<file path="config.mk">
export PLATFORM = sky130hd
export DESIGN_NAME = alu_op_sequencer_flat
export DESIGN_NICKNAME = d
export VERILOG_FILES = /design/src/rtl/alu_seq_pkg.sv /design/src/rtl/alu_op_sequencer_if.sv /design/src/rtl/alu_cmd_fifo.sv /design/src/rtl/alu_op_sequencer.sv /design/src/flat_wrapper.sv
export SDC_FILE = /design/constraint.sdc
export NUM_CORES = 1
export LEC_CHECK = 0
export ABC_AREA = 1
export CAP_MARGIN = 20
export CORE_MARGIN = 5
export CORE_UTILIZATION = 50
export DETAILED_ROUTE_END_ITERATION = 6
export GPL_TIMING_DRIVEN = 0
export PLACE_DENSITY = 0.73
export SYNTH_ARGS = -nofsm -noshare
export SYNTH_HDL_FRONTEND = slang
export SYNTH_HIERARCHICAL = 1
export SYNTH_SLANG_ARGS = --single-unit
</file>
<file path="constraint.sdc">
create_clock -name clk -period 2.8 [get_ports clk]
set_input_delay 0.56 -clock clk [delete_from_list [all_inputs] [get_ports clk]]
set_output_delay 0.56 -clock clk [all_outputs]
set_load 0.03 [all_outputs]
</file>
<file path="src/rtl/alu_seq_pkg.sv">
// Shared types and constants for the ALU command sequencer.
// ALU_SEQ_CARRY_CHAIN_EN adds the carry helper used by the carry-chain build.
package alu_seq_pkg;

   localparam int ALU_DW    = 8;
   localparam int SEL_W     = 5;
   localparam int SEL_ARITH = 2;
   localparam logic [1:0] OP_ADDC = 2'b01;
   localparam logic [1:0] OP_ADD  = 2'b10;
   localparam int CMD_W     = SEL_W + 2*ALU_DW + 2;

   typedef enum logic [1:0] {
      IDLE = 2'd0,
      EXEC = 2'd1,
      CAPT = 2'd2,
      OUT  = 2'd3
   } seq_state_t;

   typedef struct packed {
      logic [SEL_W-1:0]  sel;
      logic [ALU_DW-1:0] a;
      logic [ALU_DW-1:0] b;
      logic              cin;
      logic              chain;
   } alu_cmd_t;

`ifdef ALU_SEQ_CARRY_CHAIN_EN
   // Carry-out of the ALU adder for Add/AddC; plain Add never consumes a carry-in.
   function automatic logic add_carry(input logic [SEL_W-1:0]  sel,
                                      input logic [ALU_DW-1:0] a,
                                      input logic [ALU_DW-1:0] b,
                                      input logic              cin_eff);
      logic [ALU_DW:0] sum;
      logic            cin_add;
      cin_add = (sel[1:0] == OP_ADD) ? 1'b0 : cin_eff;
      sum     = {1'b0, a} + {1'b0, b} + {{ALU_DW{1'b0}}, cin_add};
      if (sel[SEL_ARITH] && ((sel[1:0] == OP_ADDC) || (sel[1:0] == OP_ADD)))
         return sum[ALU_DW];
      return 1'b0;
   endfunction
`endif

endpackage

</file>
<file path="src/rtl/alu_op_sequencer_if.sv">
// Command, ALU-drive and result signals of the sequencer; slave is the sequencer side.
interface alu_op_sequencer_if #(
   parameter int DEPTH = 4,
   parameter int DW    = 8
);
   logic                   cmd_valid;
   logic                   cmd_ready;
   logic [4:0]             cmd_sel;
   logic [DW-1:0]          cmd_a;
   logic [DW-1:0]          cmd_b;
   logic                   cmd_cin;
   logic                   cmd_chain;
   logic [DW-1:0]          alu_a;
   logic [DW-1:0]          alu_b;
   logic [4:0]             alu_sel;
   logic                   alu_cin;
   logic [DW-1:0]          alu_y;
   logic                   res_valid;
   logic                   res_ready;
   logic [DW-1:0]          res_data;
   logic                   res_carry;
   logic [$clog2(DEPTH):0] fifo_count;

   modport slave (
      input  cmd_valid, cmd_sel, cmd_a, cmd_b, cmd_cin, cmd_chain, alu_y, res_ready,
      output cmd_ready, alu_a, alu_b, alu_sel, alu_cin, res_valid, res_data, res_carry,
             fifo_count
   );

   modport master (
      output cmd_valid, cmd_sel, cmd_a, cmd_b, cmd_cin, cmd_chain, alu_y, res_ready,
      input  cmd_ready, alu_a, alu_b, alu_sel, alu_cin, res_valid, res_data, res_carry,
             fifo_count
   );
endinterface

</file>
<file path="src/rtl/alu_cmd_fifo.sv">
// Synchronous command FIFO; ready is registered from the next occupancy so it
// reads 0 while in reset and !full afterwards.
module alu_cmd_fifo #(
   parameter int DEPTH = 4,
   parameter int CMD_W = 23
) (
   input  logic                   clk,
   input  logic                   rst_n,
   input  logic                   push,
   input  logic [CMD_W-1:0]       push_data,
   input  logic                   pop,
   output logic [CMD_W-1:0]       pop_data,
   output logic                   empty,
   output logic                   ready,
   output logic [$clog2(DEPTH):0] count
);
   localparam int AW = $clog2(DEPTH);

   logic [CMD_W-1:0] mem_q [DEPTH];
   logic [AW-1:0]    wr_ptr_q, wr_ptr_d;
   logic [AW-1:0]    rd_ptr_q, rd_ptr_d;
   logic [AW:0]      count_q, count_d;
   logic             ready_q, ready_d;
   logic             do_push, do_pop;

   always_comb begin
      do_push  = push && ready_q;
      do_pop   = pop && (count_q != '0);
      wr_ptr_d = do_push ? wr_ptr_q + 1'b1 : wr_ptr_q;
      rd_ptr_d = do_pop  ? rd_ptr_q + 1'b1 : rd_ptr_q;
      count_d  = count_q;
      if (do_push && !do_pop)
         count_d = count_q + 1'b1;
      else if (!do_push && do_pop)
         count_d = count_q - 1'b1;
      ready_d  = (count_d != (AW+1)'(DEPTH));
   end

   always_ff @(posedge clk or negedge rst_n) begin
      if (!rst_n) begin
         wr_ptr_q <= '0;
         rd_ptr_q <= '0;
         count_q  <= '0;
         ready_q  <= 1'b0;
      end else begin
         wr_ptr_q <= wr_ptr_d;
         rd_ptr_q <= rd_ptr_d;
         count_q  <= count_d;
         ready_q  <= ready_d;
      end
   end

   // Storage carries no reset so it maps onto plain RAM; stale entries are never read.
   always_ff @(posedge clk) begin
      if (do_push)
         mem_q[wr_ptr_q] <= push_data;
   end

   assign pop_data = mem_q[rd_ptr_q];
   assign empty    = (count_q == '0);
   assign ready    = ready_q;
   assign count    = count_q;

endmodule

</file>
<file path="src/rtl/alu_op_sequencer.sv">
// Issue stage for the registered 8-bit ALU: buffers commands, issues one at a time,
// returns each result. ALU_SEQ_CARRY_CHAIN_EN enables carry tracking and chaining.
module alu_op_sequencer
   import alu_seq_pkg::*;
#(
   parameter int DEPTH = 4,
   parameter int DW    = ALU_DW
) (
   input logic               clk,
   input logic               rst_n,
   alu_op_sequencer_if.slave bus
);
   seq_state_t             state_q, state_d;
   logic [DW-1:0]          alu_a_q, alu_a_d;
   logic [DW-1:0]          alu_b_q, alu_b_d;
   logic [4:0]             alu_sel_q, alu_sel_d;
   logic                   alu_cin_q, alu_cin_d;
   logic                   res_valid_q, res_valid_d;
   logic [DW-1:0]          res_data_q, res_data_d;

   alu_cmd_t               push_cmd, head_cmd;
   logic [CMD_W-1:0]       head_bits;
   logic                   fifo_empty, fifo_ready, push, pop;
   logic [$clog2(DEPTH):0] fifo_count;
   logic                   cin_eff;

   always_comb begin
      push_cmd.sel   = bus.cmd_sel;
      push_cmd.a     = bus.cmd_a;
      push_cmd.b     = bus.cmd_b;
      push_cmd.cin   = bus.cmd_cin;
      push_cmd.chain = bus.cmd_chain;
   end

   assign push     = bus.cmd_valid && fifo_ready;
   assign head_cmd = alu_cmd_t'(head_bits);

   alu_cmd_fifo #(
      .DEPTH (DEPTH),
      .CMD_W (CMD_W)
   ) u_fifo (
      .clk       (clk),
      .rst_n     (rst_n),
      .push      (push),
      .push_data (push_cmd),
      .pop       (pop),
      .pop_data  (head_bits),
      .empty     (fifo_empty),
      .ready     (fifo_ready),
      .count     (fifo_count)
   );

   always_comb begin
      state_d     = state_q;
      alu_a_d     = alu_a_q;
      alu_b_d     = alu_b_q;
      alu_sel_d   = alu_sel_q;
      alu_cin_d   = alu_cin_q;
      res_valid_d = res_valid_q;
      res_data_d  = res_data_q;
      pop         = 1'b0;
      case (state_q)
         IDLE: begin
            if (!fifo_empty) begin
               pop     = 1'b1;
               state_d = EXEC;
            end
         end
         EXEC: state_d = CAPT;
         CAPT: begin
            res_data_d  = bus.alu_y;
            res_valid_d = 1'b1;
            state_d     = OUT;
         end
         OUT: begin
            // The accepting edge doubles as the next issue edge to keep 3-cycle throughput.
            if (bus.res_ready) begin
               res_valid_d = 1'b0;
               if (!fifo_empty) begin
                  pop     = 1'b1;
                  state_d = EXEC;
               end else begin
                  state_d = IDLE;
               end
            end
         end
         default: state_d = IDLE;
      endcase
      if (pop) begin
         alu_a_d   = head_cmd.a;
         alu_b_d   = head_cmd.b;
         alu_sel_d = head_cmd.sel;
         alu_cin_d = cin_eff;
      end
   end

`ifdef ALU_SEQ_CARRY_CHAIN_EN
   logic carry_q, carry_d;
   logic res_carry_q, res_carry_d;

   // Stored carry is consumed and replaced at the same pop, so a chained AddC
   // sees the carry of the command issued just before it.
   always_comb begin
      cin_eff     = head_cmd.chain ? carry_q : head_cmd.cin;
      carry_d     = carry_q;
      res_carry_d = res_carry_q;
      if (pop)
         carry_d = add_carry(head_cmd.sel, head_cmd.a, head_cmd.b, cin_eff);
      if (state_q == CAPT)
         res_carry_d = carry_q;
   end

   always_ff @(posedge clk or negedge rst_n) begin
      if (!rst_n) begin
         carry_q     <= 1'b0;
         res_carry_q <= 1'b0;
      end else begin
         carry_q     <= carry_d;
         res_carry_q <= res_carry_d;
      end
   end

   assign bus.res_carry = res_carry_q;
`else
   logic unused_chain;
   assign cin_eff       = head_cmd.cin;
   assign unused_chain  = head_cmd.chain;
   assign bus.res_carry = 1'b0;
`endif

   always_ff @(posedge clk or negedge rst_n) begin
      if (!rst_n) begin
         state_q     <= IDLE;
         alu_a_q     <= '0;
         alu_b_q     <= '0;
         alu_sel_q   <= '0;
         alu_cin_q   <= 1'b0;
         res_valid_q <= 1'b0;
         res_data_q  <= '0;
      end else begin
         state_q     <= state_d;
         alu_a_q     <= alu_a_d;
         alu_b_q     <= alu_b_d;
         alu_sel_q   <= alu_sel_d;
         alu_cin_q   <= alu_cin_d;
         res_valid_q <= res_valid_d;
         res_data_q  <= res_data_d;
      end
   end

   assign bus.cmd_ready  = fifo_ready;
   assign bus.alu_a      = alu_a_q;
   assign bus.alu_b      = alu_b_q;
   assign bus.alu_sel    = alu_sel_q;
   assign bus.alu_cin    = alu_cin_q;
   assign bus.res_valid  = res_valid_q;
   assign bus.res_data   = res_data_q;
   assign bus.fifo_count = fifo_count;

endmodule

</file>
<file path="src/flat_wrapper.sv">
// flat-port wrapper written by rule: the top's interface ports become plain ports
module alu_op_sequencer_flat import alu_seq_pkg::*;
#(
   parameter int DEPTH = 4,
   parameter int DW    = ALU_DW
)
  (clk, rst_n, bus_cmd_valid, bus_cmd_sel, bus_cmd_a, bus_cmd_b, bus_cmd_cin, bus_cmd_chain, bus_alu_y, bus_res_ready, bus_cmd_ready, bus_alu_a, bus_alu_b, bus_alu_sel, bus_alu_cin, bus_res_valid, bus_res_data, bus_res_carry, bus_fifo_count);
  alu_op_sequencer_if #(.DEPTH(DEPTH), .DW(DW)) bus_i ();
  input logic clk;
  input logic rst_n;
  input wire logic [$bits(bus_i.cmd_valid)-1:0] bus_cmd_valid;
  input wire logic [$bits(bus_i.cmd_sel)-1:0] bus_cmd_sel;
  input wire logic [$bits(bus_i.cmd_a)-1:0] bus_cmd_a;
  input wire logic [$bits(bus_i.cmd_b)-1:0] bus_cmd_b;
  input wire logic [$bits(bus_i.cmd_cin)-1:0] bus_cmd_cin;
  input wire logic [$bits(bus_i.cmd_chain)-1:0] bus_cmd_chain;
  input wire logic [$bits(bus_i.alu_y)-1:0] bus_alu_y;
  input wire logic [$bits(bus_i.res_ready)-1:0] bus_res_ready;
  output wire logic [$bits(bus_i.cmd_ready)-1:0] bus_cmd_ready;
  output wire logic [$bits(bus_i.alu_a)-1:0] bus_alu_a;
  output wire logic [$bits(bus_i.alu_b)-1:0] bus_alu_b;
  output wire logic [$bits(bus_i.alu_sel)-1:0] bus_alu_sel;
  output wire logic [$bits(bus_i.alu_cin)-1:0] bus_alu_cin;
  output wire logic [$bits(bus_i.res_valid)-1:0] bus_res_valid;
  output wire logic [$bits(bus_i.res_data)-1:0] bus_res_data;
  output wire logic [$bits(bus_i.res_carry)-1:0] bus_res_carry;
  output wire logic [$bits(bus_i.fifo_count)-1:0] bus_fifo_count;
  assign bus_i.cmd_valid = bus_cmd_valid;
  assign bus_i.cmd_sel = bus_cmd_sel;
  assign bus_i.cmd_a = bus_cmd_a;
  assign bus_i.cmd_b = bus_cmd_b;
  assign bus_i.cmd_cin = bus_cmd_cin;
  assign bus_i.cmd_chain = bus_cmd_chain;
  assign bus_i.alu_y = bus_alu_y;
  assign bus_i.res_ready = bus_res_ready;
  assign bus_cmd_ready = bus_i.cmd_ready;
  assign bus_alu_a = bus_i.alu_a;
  assign bus_alu_b = bus_i.alu_b;
  assign bus_alu_sel = bus_i.alu_sel;
  assign bus_alu_cin = bus_i.alu_cin;
  assign bus_res_valid = bus_i.res_valid;
  assign bus_res_data = bus_i.res_data;
  assign bus_res_carry = bus_i.res_carry;
  assign bus_fifo_count = bus_i.fifo_count;
  alu_op_sequencer #(.DEPTH(DEPTH), .DW(DW)) u_core (.clk(clk), .rst_n(rst_n), .bus(bus_i));
endmodule
</file>
==> flow_summary.json <==
{
  "cts_buffers": 17,
  "layout_commonest_cell": "nand2_1",
  "core_area_um2": 10300,
  "fin_crit_ps": 2180,
  "firstDrtPassIters": 5,
  "outcome": "finished, final reports clean",
  "io_pins": 71,
  "rrSetupSlack_ps": 640,
  "worst_pin_slew_ps": 725,
  "cts.path.max_buffers": 2,
  "crit_type": "reg -> out",
  "initial_utilization": 0.511,
  "critPathTopFamily": "buffers and inverters",
  "clock.fmax_mhz": 459,
  "r2r_start": "u_core/u_fifo/count[0]$_DFF_PN0_",
  "final_layout_size_suffix_gt1_frac": 0.135,
  "htreeDepth": 4,
  "route.final.wire_length_mm": 11.9,
  "worstPathArrival_ps": 1620,
  "yosys_warnings": 6,
  "syn2layout_area_growth_pct": 28.7,
  "cts_sinks": 129,
  "wl_per_cell_um": 17.4,
  "start_kind": "flip-flop",
  "crit_cells": 1,
  "max-vdd-ir-drop_mv": 0.616,
  "hold_violations": 0,
  "netlist_area_um2": 5250,
  "worst-path-max-fanout": 4,
  "worst_ep_required_time_ps": 2240,
  "design_area_um2": 6760,
  "clkLatencyLatePin_ps": 510,
  "max_stage_delay_ps": 700,
  "antenna_found_initial": 0,
  "r2r_cells": 15,
  "crit_chain": "clkdlybuf4s50_1",
  "gp_congestion": 0.756,
  "mostFrequentLayoutCells": "nand2_1, edfxtp_1, clkdlybuf4s50_1",
  "dp.cells": 652,
  "grt_pass1_wl_mm": 19.1,
  "cts_tree": "yes",
  "drt_iter0_drc": 337,
  "die_area_um2": 12700,
  "synth_nets": 490,
  "viasPerCell": 5.33,
  "diodes": 0,
  "clock_skew_ps": 9.68,
  "setup_viol": 0,
  "hold_slack_ps": 423,
  "finalNetCount": 583,
  "avgSynthCellArea_um2": 11.9,
  "crit_path_start": "u_core/u_fifo/count[1]$_DFF_PN0_",
  "period_share": 0.778,
  "grt_pass1_vias": 3831,
  "postCtsSetupBuffers": 0,
  "cts_resized": 0,
  "fin_cells": 685,
  "total_power_mw": 8.47,
  "io_buffers": 68,
  "r2r-end": "u_core/u_fifo/ready$_DFF_PN0_",
  "end_kind": "output port",
  "cp_num_buf_inv": 1,
  "leakagePower_nw": 2.75,
  "dpl-instance-area_um2": 6200,
  "multi_input_area_um2": 1360,
  "vias": 3654,
  "crit_slowest_cell": "clkdlybuf4s50_1",
  "die_h_um": 112,
  "grt-ovfl-total": 0,
  "fp.dieW_um": 112,
  "drv_slew": 0,
  "ant_nets": 0,
  "drc": 0,
  "ff_latch_area_um2": 3670,
  "nFillCells": 764,
  "hold_class": "in -> async",
  "hpwl_mm": 7.72,
  "grt_use_total": 0.194,
  "relSlewSlack": 0.516,
  "grt_max_degree": 37,
  "clkTransAtPathRegs_ps": 60,
  "rows": 37,
  "netlist_instances": 443,
  "power_density_nw_per_um2": 1250,
  "grt_setup_unrepaired": "false",
  "cts_root_buf": "clkbuf_8",
  "max-cap-violations": 0
}
-- final cells by class --
cell class / instances / share of cell area
inverters: 24 / 0.0133
flip-flops and latches: 129 / 0.543
repair buffers: 74 / 0.115
well taps: 136 / 0.0252
clock buffers: 28 / 0.0781
plain buffers: 22 / 0.0211
clock inverters: 4 / 0.00333
multi-input cells: 268 / 0.201
-- sequential cells by signal, indices dropped and copies added, names as in the netlist --
register                count
u_core/u_fifo/rd_ptr_q      2
u_core/bus.alu_b            8
u_core/bus.alu_sel          5
u_core/bus.res_valid        1
u_core/u_fifo/count         3
u_core/bus.alu_cin          1
u_core/u_fifo/mem_q        88
u_core/state_q              2
u_core/u_fifo/ready         1
u_core/u_fifo/wr_ptr_q      2
u_core/bus.alu_a            8
u_core/bus.res_data         8
-- stage by stage --
| step | TNS, ps | setup slack (ps) | utilization |
|---|---|---|---|
| final | 0 | 622 | 0.658 |
| after global routing | 0 | 464 | 0.658 |
| after CTS | 0 | 589 | 0.658 |
| after detailed placement | 0 | 339 | 0.603 |
| after global placement | -47640 | -600 | 0.594 |
| after floorplan | 0 | 635 | - |
-- power breakdown --
group | switching [mW] | leakage, nW | internal [mW]
Combinational | 2.32 | 1.18 | 1.30
Sequential | 0.256 | 1.30 | 2.61
Clock | 0.730 | 0.270 | 1.26
-- layer usage --
layer  wire [um]  global-route usage
met1        5060               0.251
met2        5800               0.312
met3         817              0.0507
met4         218              0.0833
met5           0                   0
-- worst max-delay path by stage --
| stage | to | slack [ps] |
|---|---|---|
| floorplan | u_core/u_fifo/mem_q[0][10]$_DFFE_PP_ | 640 |
| global placement | u_core/u_fifo/mem_q[3][1]$_DFFE_PP_ | -600 |
| detailed placement | u_core/u_fifo/mem_q[0][18]$_DFFE_PP_ | 340 |
| CTS | bus_fifo_count[2] | 590 |
| global route | u_core/u_fifo/ready$_DFF_PN0_ | 460 |
| finish | bus_fifo_count[1] | 620 |
-- what timing repair did --
action	4_1_cts	5_1_grt
hold buffers	1	0
endpoints found under the setup margin	0	0
hold endpoints to repair	5	0
(Power assumes the default switching activity.)
